<file path="config.mk">
export PLATFORM = sky130hd
export DESIGN_NAME = cpu_instr_sequencer_flat
export DESIGN_NICKNAME = d
export VERILOG_FILES = /design/src/rtl/cpu_instr_sequencer_if.sv /design/src/rtl/cpu_instr_sequencer.sv /design/src/flat_wrapper.sv
export SDC_FILE = /design/constraint.sdc
export NUM_CORES = 1
export LEC_CHECK = 0
export ABC_AREA = 1
export BUFFER_PORTS_ARGS = -buffer_cell sky130_fd_sc_hd__buf_2
export CAP_MARGIN = 10
export CORE_MARGIN = 2
export CORE_UTILIZATION = 50
export CTS_BUF_LIST = sky130_fd_sc_hd__clkbuf_16
export DETAILED_ROUTE_END_ITERATION = 12
export GPL_TIMING_DRIVEN = 0
export PLACE_DENSITY_LB_ADDON = 0.05
export SYNTH_ARGS = -nofsm -noshare
export SYNTH_HDL_FRONTEND = slang
export SYNTH_SLANG_ARGS = --single-unit
</file>
<file path="constraint.sdc">
create_clock -name clk -period 4.9 [get_ports clk]
set_clock_uncertainty 0.05 [all_clocks]
set_input_delay 0.49 -clock clk [delete_from_list [all_inputs] [get_ports clk]]
set_output_delay 0.49 -clock clk [all_outputs]
set_load 0.02 [all_outputs]
</file>
<file path="src/rtl/cpu_instr_sequencer_if.sv">
// cpu_instr_sequencer_if: host program/run bus plus cpu handshake bus for the instruction sequencer.
// master = sequencer side, slave = host and cpu side.
interface cpu_instr_sequencer_if #(parameter int AW = 4);
    logic          prog_we;
    logic [AW-1:0] prog_addr;
    logic [15:0]   prog_data;
    logic          go;
    logic [AW:0]   len;
    logic          busy;
    logic          done;
    logic [15:0]   cpu_in;
    logic          cpu_load;
    logic          cpu_s;
    logic [15:0]   cpu_out;
    logic          cpu_n;
    logic          cpu_v;
    logic          cpu_z;
    logic          cpu_w;
    logic          res_valid;
    logic [AW-1:0] res_idx;
    logic [15:0]   res_data;
    logic [2:0]    res_flags;
    logic          timeout_err;
    modport master (
        input  prog_we, prog_addr, prog_data, go, len, cpu_out, cpu_n, cpu_v, cpu_z, cpu_w,
        output busy, done, cpu_in, cpu_load, cpu_s, res_valid, res_idx, res_data, res_flags, timeout_err
    );
    modport slave (
        output prog_we, prog_addr, prog_data, go, len, cpu_out, cpu_n, cpu_v, cpu_z, cpu_w,
        input  busy, done, cpu_in, cpu_load, cpu_s, res_valid, res_idx, res_data, res_flags, timeout_err
    );
endinterface

</file>
<file path="src/rtl/cpu_instr_sequencer.sv">
// cpu_instr_sequencer: stores a short program and feeds it word by word to the cpu, returning results.
// Optional per-phase watchdog enabled by defining SEQ_TIMEOUT_EN.
module cpu_instr_sequencer #(
    parameter int DEPTH       = 16,
    parameter int AW          = 4,
    parameter int TIMEOUT_CYC = 64
) (
    input logic                   clk,
    input logic                   rst_n,
    cpu_instr_sequencer_if.master bus
);
    typedef enum logic [2:0] {IDLE, LOAD, START, WBUSY, WDONE, FIN} state_t;
    localparam logic [AW:0] DEPTH_L = (AW+1)'(DEPTH);

    if (DEPTH != (1 << AW) || TIMEOUT_CYC < 2) begin : g_bad_cfg
        $error("cpu_instr_sequencer: DEPTH must be 2**AW and TIMEOUT_CYC >= 2");
    end

    state_t        state_q, state_n, state_d;
    logic [AW-1:0] pc_q, pc_d;
    logic [AW:0]   cnt_q, cnt_d;
    logic [15:0]   cpu_in_q;
    logic          done_q, res_valid_q;
    logic [AW-1:0] res_idx_q;
    logic [15:0]   res_data_q;
    logic [2:0]    res_flags_q;
    logic [15:0]   mem [DEPTH];
    logic          capture, tmo_hit;

    assign capture = state_q == WDONE && bus.cpu_w;

    always_comb begin
        state_n = state_q;
        pc_d    = pc_q;
        cnt_d   = cnt_q;
        case (state_q)
            IDLE: if (bus.go) begin
                state_n = bus.len == '0 ? FIN : LOAD;
                pc_d    = '0;
                cnt_d   = bus.len > DEPTH_L ? DEPTH_L : bus.len;
            end
            LOAD:    state_n = START;
            START:   state_n = bus.cpu_w ? WBUSY : START;
            WBUSY:   state_n = bus.cpu_w ? WBUSY : WDONE;
            WDONE: if (bus.cpu_w) begin
                pc_d    = pc_q + 1'b1;
                cnt_d   = cnt_q - 1'b1;
                state_n = cnt_q == (AW+1)'(1) ? FIN : LOAD;
            end
            FIN:     state_n = IDLE;
            default: state_n = IDLE;
        endcase
        state_d = tmo_hit ? FIN : state_n;
    end

    always_ff @(posedge clk or negedge rst_n) begin
        if (!rst_n) begin
            state_q     <= IDLE;
            pc_q        <= '0;
            cnt_q       <= '0;
            cpu_in_q    <= '0;
            done_q      <= 1'b0;
            res_valid_q <= 1'b0;
            res_idx_q   <= '0;
            res_data_q  <= '0;
            res_flags_q <= '0;
        end else begin
            state_q     <= state_d;
            pc_q        <= pc_d;
            cnt_q       <= cnt_d;
            done_q      <= state_q == FIN;
            res_valid_q <= capture;
            if (state_q == LOAD) cpu_in_q <= mem[pc_q];
            if (capture) begin
                res_idx_q   <= pc_q;
                res_data_q  <= bus.cpu_out;
                res_flags_q <= {bus.cpu_z, bus.cpu_n, bus.cpu_v};
            end
        end
    end

    // Buffer is not reset; writes only land while no run is in progress.
    always_ff @(posedge clk) begin
        if (bus.prog_we && state_q == IDLE) mem[bus.prog_addr] <= bus.prog_data;
    end

`ifdef SEQ_TIMEOUT_EN
    localparam int TW = $clog2(TIMEOUT_CYC) + 1;
    logic [TW-1:0] tmo_q;
    logic          tmo_err_q;
    assign tmo_hit = state_q inside {START, WBUSY, WDONE} && state_n == state_q &&
                     tmo_q == TW'(TIMEOUT_CYC - 1);
    always_ff @(posedge clk or negedge rst_n) begin
        if (!rst_n) begin
            tmo_q     <= '0;
            tmo_err_q <= 1'b0;
        end else begin
            tmo_q     <= state_d != state_q ? '0 : tmo_q + 1'b1;
            tmo_err_q <= tmo_err_q | tmo_hit;
        end
    end
    assign bus.timeout_err = tmo_err_q;
`else
    assign tmo_hit         = 1'b0;
    assign bus.timeout_err = 1'b0;
`endif

    assign bus.cpu_in    = state_q == LOAD ? mem[pc_q] : cpu_in_q;
    assign bus.cpu_load  = state_q == LOAD;
    assign bus.cpu_s     = state_q == START && bus.cpu_w;
    assign bus.busy      = state_q != IDLE;
    assign bus.done      = done_q;
    assign bus.res_valid = res_valid_q;
    assign bus.res_idx   = res_idx_q;
    assign bus.res_data  = res_data_q;
    assign bus.res_flags = res_flags_q;
endmodule

</file>
<file path="src/flat_wrapper.sv">
// flat-port wrapper written by rule: the top's interface ports become plain ports
module cpu_instr_sequencer_flat 
#(
    parameter int DEPTH       = 16,
    parameter int AW          = 4,
    parameter int TIMEOUT_CYC = 64
)
  (clk, rst_n, bus_prog_we, bus_prog_addr, bus_prog_data, bus_go, bus_len, bus_cpu_out, bus_cpu_n, bus_cpu_v, bus_cpu_z, bus_cpu_w, bus_busy, bus_done, bus_cpu_in, bus_cpu_load, bus_cpu_s, bus_res_valid, bus_res_idx, bus_res_data, bus_res_flags, bus_timeout_err);
  cpu_instr_sequencer_if #(.AW(AW)) bus_i ();
  input logic clk;
  input logic rst_n;
  input wire logic [$bits(bus_i.prog_we)-1:0] bus_prog_we;
  input wire logic [$bits(bus_i.prog_addr)-1:0] bus_prog_addr;
  input wire logic [$bits(bus_i.prog_data)-1:0] bus_prog_data;
  input wire logic [$bits(bus_i.go)-1:0] bus_go;
  input wire logic [$bits(bus_i.len)-1:0] bus_len;
  input wire logic [$bits(bus_i.cpu_out)-1:0] bus_cpu_out;
  input wire logic [$bits(bus_i.cpu_n)-1:0] bus_cpu_n;
  input wire logic [$bits(bus_i.cpu_v)-1:0] bus_cpu_v;
  input wire logic [$bits(bus_i.cpu_z)-1:0] bus_cpu_z;
  input wire logic [$bits(bus_i.cpu_w)-1:0] bus_cpu_w;
  output wire logic [$bits(bus_i.busy)-1:0] bus_busy;
  output wire logic [$bits(bus_i.done)-1:0] bus_done;
  output wire logic [$bits(bus_i.cpu_in)-1:0] bus_cpu_in;
  output wire logic [$bits(bus_i.cpu_load)-1:0] bus_cpu_load;
  output wire logic [$bits(bus_i.cpu_s)-1:0] bus_cpu_s;
  output wire logic [$bits(bus_i.res_valid)-1:0] bus_res_valid;
  output wire logic [$bits(bus_i.res_idx)-1:0] bus_res_idx;
  output wire logic [$bits(bus_i.res_data)-1:0] bus_res_data;
  output wire logic [$bits(bus_i.res_flags)-1:0] bus_res_flags;
  output wire logic [$bits(bus_i.timeout_err)-1:0] bus_timeout_err;
  assign bus_i.prog_we = bus_prog_we;
  assign bus_i.prog_addr = bus_prog_addr;
  assign bus_i.prog_data = bus_prog_data;
  assign bus_i.go = bus_go;
  assign bus_i.len = bus_len;
  assign bus_i.cpu_out = bus_cpu_out;
  assign bus_i.cpu_n = bus_cpu_n;
  assign bus_i.cpu_v = bus_cpu_v;
  assign bus_i.cpu_z = bus_cpu_z;
  assign bus_i.cpu_w = bus_cpu_w;
  assign bus_busy = bus_i.busy;
  assign bus_done = bus_i.done;
  assign bus_cpu_in = bus_i.cpu_in;
  assign bus_cpu_load = bus_i.cpu_load;
  assign bus_cpu_s = bus_i.cpu_s;
  assign bus_res_valid = bus_i.res_valid;
  assign bus_res_idx = bus_i.res_idx;
  assign bus_res_data = bus_i.res_data;
  assign bus_res_flags = bus_i.res_flags;
  assign bus_timeout_err = bus_i.timeout_err;
  cpu_instr_sequencer #(.DEPTH(DEPTH), .AW(AW), .TIMEOUT_CYC(TIMEOUT_CYC)) u_core (.clk(clk), .rst_n(rst_n), .bus(bus_i));
endmodule
</file>
==> impl_metrics.py, run 1 <==
metrics = {
    "pwr": {
        "power.share.switching_pct": 34.5,
        "irDropWorstVdd_v": 0.000334,
        "switchingPower_w": 0.00275,
        "internal_power_w": 0.00523,
        "power.share.clock_pct": 30.6,
        "powerDensity_nw_per_um2": 536,
        "pwr-share-seq_pct": 39.9,
        "leakage_nw": 6.12,
        "p_total_w": 0.00798,
        "comb_power_share_pct": 29.4,
    },
    "clocking": {
        "numCtsBuffers": 34,
        "clk_latency_ps": 510,
        "clock-root-buffer": "clkbuf_16",
        "cts_htree_levels": 2,
        "cts_tree": "yes",
        "post_cts_buffers": 0,
        "cts_buffer_depth": 3,
        "clk_pin_slew_ps": 60,
        "clock_sinks": 309,
        "ctsResizeCount": 0,
    },
    "routing": {
        "first_pass_iters": 5,
        "postRouteAntennaNets": 0,
        "drc": 0,
        "vias_per_cell": 5.36,
        "num_vias": 8727,
        "drtIter0Drc": 768,
        "routed_wl_mm": 33.9,
        "post_drt_wl_per_cell_um": 20.9,
    },
    "critical_path": {
        "path_class": "reg2out",
        "critPathArrivalTime_ps": 2710,
        "crit_path_end_kind": "primary output",
        "r2r_start": "u_core.state_q[1]",
        "r2r_cells": 5,
        "crit_path_max_fanout": 10,
        "r2r_slack_ps": 2110,
        "cp_data_required_time_ps": 4360,
        "worstReg2RegEnd": "u_core.mem[15][5]",
        "startpoint_type": "flop",
    },
    "finish": {
        "nNetsFinal": 1324,
        "stdcell_count": 1627,
        "nFillCells": 2080,
        "syn_to_final_growth_pct": 17.6,
        "multiInputGateArea_um2": 3190,
        "antennaDiodeCount": 0,
        "final_core_util_pct": 59.4,
        "seqCellArea_um2": 9010,
        "drive_gt1_share_pct": 18.0,
    },
    "timing": {
        "period_share_pct": 66.4,
        "relSlewSlack_pct": 36.6,
        "max_freq_mhz": 307,
        "finalSetupTns_ps": 0,
        "setup_viol": 0,
        "tightest_slew_ps": 949,
        "final_hold_viol_count": 0,
        "drv_slew": 0,
        "period_minus_slack_ps": 3250,
        "rsz0062_at_grt": "false",
    },
    "yosys": {
        "synth_fp_nets": 1181,
        "postSynthCellCount": 1129,
        "syn-cell-area_um2": 12700,
        "ys_warn_count": 0,
        "synth_cell_types": 32,
        "syn_area_per_cell_um2": 11.2,
        "synth-seq-cells": 309,
        "yosysSeqAreaShare_pct": 71.2,
    },
    "placed_design": {
        "place_congestion": 0.858,
        "io_buffers": 92,
        "dp_cells": 1564,
        "place_hpwl_mm": 22.5,
    },
    "grt": {
        "grt_pass1_wl_mm": 49.6,
        "grt_usage_pct": 25.9,
        "grt_pass1_vias": 8192,
        "grt.overflow.total": 0,
        "antenna_found_initial": 0,
        "grt_start_max_net_pins": 54,
    },
    "min_path": {
        "hp-class": "in2reg",
        "whs_path_depth": 3,
        "min-delay-start": "bus_cpu_out[5]",
        "worstHoldEndpoint": "u_core.bus.res_data[5]",
    },
    "floorplanning": {
        "start_util_pct": 50.5,
        "die_y_um": 163,
        "rows": 58,
        "die_area_um2": 26600,
        "core_um2": 25000,
        "boundaryPins": 94,
        "die_w_um": 163,
    },
    "job": {
        "drv_cap": 0,
    },
    "status": {
        "status": "finished clean",
    },
}
==> flip-flops by register name, summed over array words and instances, names as in the netlist <==
signal	flops
u_core.bus.res_flags	3
u_core.cpu_in_q	16
u_core.bus.res_valid	1
u_core.cnt_q	5
u_core.bus.done	1
u_core.bus.res_data	16
u_core.pc_q	4
u_core.state_q	3
u_core.mem	256
u_core.bus.res_idx	4
==> per-stage QoR <==
step / area, um2 / setup slack, ps / hold slack, ps
3_5_place_dp: 13800 / 2150 / 403
5_1_grt: 14900 / 1590 / 127
3_3_place_gp: 13500 / 1700 / 400
4_1_cts: 14800 / 1720 / 122
6_report: 14900 / 1650 / 138
2_1_floorplan: 12700 / 2660 / 144
==> how the worst max path moves through the flow <==
| stage | startpoint | end | depth (start not counted) |
|---|---|---|---|
| floorplan | u_core.state_q[0] | u_core.mem[10][0] | 5 |
| global placement | u_core.state_q[1] | u_core.mem[6][3] | 5 |
| detailed placement | u_core.state_q[1] | u_core.mem[10][13] | 5 |
| CTS | u_core.pc_q[1] | bus_cpu_in[10] | 11 |
| global route | u_core.pc_q[1] | bus_cpu_in[11] | 11 |
| finish | u_core.pc_q[1] | bus_cpu_in[10] | 11 |
==> cell families (layout without fill, tap and decap cells) <==
family	count (synthesis)	count (layout)	synth area share, %
AOI/OAI and AO/OA	17	17	0.742
xor gates and xnor gates	3	3	0.208
adders and majority gates	3	3	0.297
buffers and inverters	87	255	3.89
DFF	309	309	71.2
other	1	1	0.0296
and+or+nand+nor	709	709	23.6
==> what timing repair did <==
| item | CTS | global route |
|---|---|---|
| endpoints found under the setup margin | 0 | 0 |
| endpoints found under the hold margin | 0 | 11 |
| hold buffers | 0 | 1 |
==> power by group through the flow <==
stage,clock (W),sequential [W],combinational [W]
5_1_grt,0.00259,0.00321,0.00256
4_1_cts,0.00248,0.00318,0.00234
2_1_floorplan,0,0.00334,0.00135
3_5_place_dp,0,0.00324,0.00233
3_3_place_gp,0,0.00323,0.00230
6_report,0.00244,0.00318,0.00235
==> worst max-delay path, cell delays in order (launching register included) <==
cell     delay (ps)
dfrtp_1         470
inv_1           120
buf_2           310
buf_2           310
nand3_1         140
nand3_1         220
nand2_1         140
nand2_1          80
nand2_1         110
nand2_1          80
nand2_1          70
buf_2           160
==> cells in the mapped netlist <==
library cell,number,area share (%)
nand2_4,1,0.089
buf_4,3,0.18
o221ai_1,1,0.069
ha_1,3,0.30
nand2_1,464,14
buf_2,37,1.5
nor2_4,2,0.18
nor3_2,1,0.079
buf_6,14,1.2
o21ai_0,8,0.32
conb_1,1,0.030
xor2_1,3,0.21
o21ai_1,3,0.12
o22ai_1,2,0.099
buf_1,3,0.089
nor3_4,1,0.13
edfxtp_1,256,61
a21oi_1,1,0.040
inv_1,19,0.56
clkbuf_1,4,0.12
nor3_1,3,0.12
nand2_2,1,0.049
nor2_2,1,0.049
nor2_8,1,0.16
nor2_1,31,0.92
clkinv_1,1,0.030
inv_4,1,0.049
nand3_1,201,8.0
dfrtp_1,53,10
inv_2,5,0.15
nand4_1,2,0.099
a31oi_1,2,0.099
==> layout make-up <==
class,count,area share (%)
clock buffers,37,6.23
multi-input cells,733,21.4
plain buffers,61,2.63
clock inverters,24,0.993
repair buffers,107,4.68
flip-flops and latches,309,60.6
well taps,330,2.78
inverters,26,0.673
==> routing by layer <==
metal / up-vias / share of wire, % / track usage [%]
met2: 362 / 47 / 42.3
met4: 0 / 3.2 / 9.05
met1: 4151 / 41 / 34.7
li1: 4142 / - / -
met3: 72 / 8.4 / 5.56
met5: - / 0 / 0
==> placed cells by master (no fill, tap or decap), types with 9 or more instances in the layout <==
| cell type | synthesis | final |
|---|---|---|
| clkinv_1 | 1 | 9 |
| nor2_2 | 1 | 17 |
| edfxtp_1 | 256 | 256 |
| nor2_1 | 31 | 15 |
| buf_2 | 37 | 129 |
| inv_1 | 19 | 29 |
| dfrtp_1 | 53 | 53 |
| nand2_1 | 464 | 464 |
| buf_6 | 14 | 18 |
| nand3_1 | 201 | 201 |
| clkbuf_16 | 0 | 37 |
No activity file was read; power rests on OpenSTA's default activity.
==> run 2: changes to the inputs <==
==> constraint.sdc (replaced) <==
create_clock -name clk -period 3.3 [get_ports clk]
set_clock_uncertainty 0.05 [all_clocks]
set_input_delay 0.33 -clock clk [delete_from_list [all_inputs] [get_ports clk]]
set_output_delay 0.33 -clock clk [all_outputs]
set_load 0.02 [all_outputs]
==> impl_metrics.py, run 2 (synthesis results as in run 1) <==
metrics = {
    "floorplanning": {
        "boundaryPins": 94,
        "die_y_um": 163,
        "core_um2": 25000,
        "die_w_um": 163,
        "die_area_um2": 26600,
        "start_util_pct": 50.5,
        "rows": 58,
    },
    "finish": {
        "most-common-layout-cells": "nand2_1, edfxtp_1, nand3_1",
        "largest_reg_flops": 256,
        "layout_commonest_cell": "nand2_1",
        "nNetsFinal": 1343,
        "antennaDiodeCount": 0,
        "drive_gt1_share_pct": 17.7,
        "stdcell_count": 1646,
        "regMostFlops": "u_core.mem",
        "syn_to_final_growth_pct": 19.1,
        "design_area_um2": 15100,
    },
    "critical_path": {
        "worstReg2RegEnd": "u_core.mem[10][9]",
        "cp_data_required_time_ps": 2920,
        "crit_path_end_kind": "primary output",
        "critPathArrivalTime_ps": 2710,
        "crit_path_max_fanout": 10,
        "r2r_start": "u_core.state_q[1]",
        "startpoint_type": "flop",
        "r2r_cells": 5,
        "crit_start": "u_core.pc_q[1]",
        "path_class": "reg2out",
        "r2r_slack_ps": 530,
        "endpoint": "bus_cpu_in[10]",
    },
    "clocking": {
        "clk_pin_slew_ps": 60,
        "numCtsBuffers": 34,
        "clock_sinks": 309,
        "cts_buffer_depth": 3,
        "ctsResizeCount": 0,
        "cts_hold_buf": 19,
        "cts_tree": "yes",
        "clock-root-buffer": "clkbuf_16",
        "cts_htree_levels": 2,
        "clk_latency_ps": 510,
        "post_cts_buffers": 0,
    },
    "timing": {
        "rsz0062_at_grt": "false",
        "tightest_slew_ps": 920,
        "max_freq_mhz": 323,
        "setup_viol": 0,
        "period_share_pct": 93.7,
        "finalSetupTns_ps": 0,
        "timing.hold.ws_ps": 39.8,
        "period_minus_slack_ps": 3090,
        "final_hold_viol_count": 0,
        "drv_slew": 0,
        "relSlewSlack_pct": 38.6,
    },
    "placed_design": {
        "placed_area_um2": 13800,
        "dp_cells": 1564,
        "io_buffers": 92,
        "place_congestion": 0.858,
        "place_hpwl_mm": 22.5,
    },
    "routing": {
        "drc": 0,
        "vias_per_cell": 5.35,
        "first_pass_iters": 6,
        "num_vias": 8803,
        "postRouteAntennaNets": 0,
        "routed_wl_mm": 34.4,
        "post_drt_wl_per_cell_um": 20.9,
        "drtIter0Drc": 908,
    },
    "grt": {
        "antenna_found_initial": 0,
        "grt_pass1_wl_mm": 50.4,
        "grt_pass1_vias": 8320,
        "grt.overflow.total": 0,
        "grt_usage_pct": 26.3,
        "grt_start_max_net_pins": 54,
    },
    "min_path": {
        "hp-class": "in2reg",
    },
    "pwr": {
        "powerDensity_nw_per_um2": 789,
        "p_total_w": 0.0119,
        "leakage_nw": 6.20,
        "irDropWorstVdd_v": 0.000497,
    },
    "job": {
        "drv_cap": 0,
    },
    "status": {
        "status": "finished clean",
    },
}
==> run 2: cell count changes in the layout (fill, tap and decap cells not counted), sizes merged <==
cell | previous run | this run
dlygate4sd3 | 1 | 20
==> run 2: report_power, final <==
| group | switching [W] | leakage, nW | internal [W] |
|---|---|---|---|
| Combinational | 0.00248 | 2.66 | 0.00104 |
| Clock | 0.00147 | 0.566 | 0.00216 |
| Sequential | 0.000160 | 2.98 | 0.00457 |
| Total | 0.00411 | 6.20 | 0.00777 |
==> run 2: per-layer routing <==
layer	vias to the layer above	routed length, um	track usage (%)
met4	0	1110	9.05
li1	4171	-	-
met1	4175	14100	35.0
met3	73	2880	5.54
met2	384	16400	43.1
met5	-	0	0
==> run 2: metrics by stage <==
stage | setup WS [ps] | utilization (%)
2_1_floorplan | 1060 | -
3_3_place_gp | 100 | 54.0
3_5_place_dp | 550 | 55.0
4_1_cts | 284 | 60.0
5_1_grt | 150 | 60.2
6_report | 207 | 60.2
==> run 2: how the worst min path moves through the flow <==
| stage | from | end | depth (start not counted) |
|---|---|---|---|
| final | bus_cpu_w | u_core.state_q[1] | 3 |
| after global routing | bus_cpu_w | u_core.state_q[1] | 3 |
| after CTS | bus_cpu_w | u_core.state_q[1] | 3 |
| after detailed placement | u_core.bus.res_data[14] | u_core.bus.res_data[14] | 2 |
| after global placement | u_core.bus.res_data[13] | u_core.bus.res_data[13] | 2 |
| after floorplan | rst_n | u_core.bus.done | 0 |
==> run 2: final cells by class <==
class                      count  area (um2)
fill                        2056        9970
clock buffer                  37         926
sequential                   309        9010
clock inverter                24         148
inverter                      26         100
multi-input combinational    733        3190
buffer                        61         392
tap                          330         413
timing repair buffer         126         886
==> run 2: critical path, cell delays in order (launching register included) <==
cell and delay (ps):
dfrtp_1 460, inv_1 120, buf_2 310, buf_2 300, nand3_1 140, nand3_1 220, nand2_1 140, nand2_1 90
nand2_1 110, nand2_1 80, nand2_1 70, buf_2 160
==> run 3: changes to the inputs <==
--- a/config.mk
+++ b/config.mk
@@ -9,7 +9,7 @@
 export BUFFER_PORTS_ARGS = -buffer_cell sky130_fd_sc_hd__buf_2
 export CAP_MARGIN = 10
 export CORE_MARGIN = 2
-export CORE_UTILIZATION = 50
+export CORE_UTILIZATION = 30
 export CTS_BUF_LIST = sky130_fd_sc_hd__clkbuf_16
 export DETAILED_ROUTE_END_ITERATION = 12
 export GPL_TIMING_DRIVEN = 0
==> impl_metrics.py, run 3 (synthesis results as in run 1) <==
metrics = {
    "status": {
        "status": "finished clean",
    },
    "pwr": {
        "leakage_nw": 6.27,
        "powerDensity_nw_per_um2": 782,
        "p_total_w": 0.0121,
        "irDropWorstVdd_v": 0.000397,
    },
    "finish": {
        "nFillCells": 4152,
        "most-common-layout-cells": "nand2_1, edfxtp_1, nand3_1",
        "final_core_util_pct": 37.1,
        "largest_reg_flops": 256,
        "layout_commonest_cell": "nand2_1",
        "regMostFlops": "u_core.mem",
        "design_area_um2": 15500,
        "drive_gt1_share_pct": 18.3,
        "syn_to_final_growth_pct": 22.5,
        "nNetsFinal": 1352,
    },
    "routing": {
        "routed_wl_mm": 40.4,
        "drtIter0Drc": 553,
        "num_vias": 8606,
        "drc": 0,
        "first_pass_iters": 5,
        "vias_per_cell": 4.60,
        "post_drt_wl_per_cell_um": 21.6,
        "postRouteAntennaNets": 0,
    },
    "clocking": {
        "clk_latency_ps": 550,
        "numCtsBuffers": 38,
        "post_cts_buffers": 0,
        "clock-root-buffer": "clkbuf_16",
        "clk_pin_slew_ps": 60,
        "clock_sinks": 309,
        "cts_htree_levels": 2,
        "cts_tree": "yes",
        "cts_buffer_depth": 3,
    },
    "timing": {
        "tightest_slew_ps": 684,
        "drv_slew": 0,
        "period_minus_slack_ps": 3100,
        "max_freq_mhz": 323,
        "final_hold_viol_count": 0,
        "setup_viol": 0,
        "relSlewSlack_pct": 54.4,
        "timing.hold.ws_ps": 79.2,
        "rsz0062_at_grt": "false",
        "period_share_pct": 93.9,
    },
    "grt": {
        "grt.overflow.total": 0,
        "grt_usage_pct": 18.8,
        "antenna_found_initial": 3,
        "grt_pass1_wl_mm": 58.8,
        "grt_start_max_net_pins": 37,
        "grt_pass1_vias": 8498,
    },
    "critical_path": {
        "crit_path_max_fanout": 10,
        "path_class": "reg2out",
        "startpoint_type": "flop",
        "critPathArrivalTime_ps": 2720,
        "crit_path_end_kind": "primary output",
        "cp_data_required_time_ps": 2920,
    },
    "min_path": {
        "hp-class": "in2reg",
    },
    "floorplanning": {
        "die_y_um": 209,
        "rows": 75,
        "die_w_um": 209,
        "die_area_um2": 43800,
        "start_util_pct": 30.3,
        "boundaryPins": 94,
        "core_um2": 41800,
    },
    "placed_design": {
        "io_buffers": 92,
        "placed_area_um2": 14100,
        "place_congestion": 0.740,
        "place_hpwl_mm": 26.9,
    },
    "job": {
        "drv_cap": 0,
    },
}
run 3: cell types whose count changed in the layout (fill, tap and decap cells not counted), sizes merged, moves of 2 or more:
cell and delta:
diode +2, inv -5, clkinv +11, dlygate4sd3 +2, clkbuf +6
run 3: critical path, cell delays in order, from the launching register on:
cell	delay (ps)
dfrtp_1	380
buf_6	160
buf_6	170
buf_2	320
nand2_1	100
nand3_1	120
nand3_1	130
nand2_1	190
nand2_1	70
nand2_1	170
nand2_1	80
nand2_1	100
buf_2	170
run 3: final cells by class:
cell class                      count  area [um2]  share of cell area [%]
Clock buffer                       41        1030                    6.62
Sequential cell                   309        9010                    58.1
Tap cell                          539         674                    4.35
Clock inverter                     29         146                   0.944
Antenna cell                        2        5.00                  0.0323
Multi-Input combinational cell    733        3190                    20.6
Inverter                           26         100                   0.646
Buffer                             61         397                    2.56
Timing Repair Buffer              131         953                    6.15
run 3: what timing repair did:
item                       4_1_cts  5_1_grt
hold endpoints to repair        39        0
setup endpoints to repair        0        2
gates resized for setup          0        2
hold buffers                    22        0
run 3: path summary, 6_finish.rpt:
check,from,end,slack [ps],depth (start not counted)
max,u_core.pc_q[0],bus_cpu_in[15],200,12
min,bus_len[3],u_core.cnt_q[3],80,3
max reg2reg,u_core.state_q[0],u_core.mem[11][11],460,6
min reg2reg,u_core.bus.res_data[12],u_core.bus.res_data[12],410,2
max in group asynchronous,rst_n,u_core.bus.res_data[10],2420,3
min in group asynchronous,rst_n,u_core.cpu_in_q[5],210,2
run 3: report_power, final:
part	switching, W	leakage [nW]	internal [W]
Clock	0.00163	0.603	0.00230
Sequential	0.000155	2.98	0.00457
Combinational	0.00242	2.69	0.00105
run 3: layer usage:
metal / wire (um) / GRT usage [%] / vias up
met4: 919 / 6.28 / 0
met3: 2400 / 3.37 / 49
met5: 0 / 0 / -
met2: 18400 / 29.2 / 230
li1: - / - / 4199
met1: 18700 / 26.6 / 4128
run 3: through the flow:
step / TNS [ps] / worst slack (ps) / cells
detailed placement: 0 / 435 / 1777
global placement: -34070 / -256 / 1760
floorplan: 0 / 1060 / 1129
global route: 0 / 17.4 / 1869
CTS: 0 / 75.9 / 1869
finish: 0 / 201 / 1871
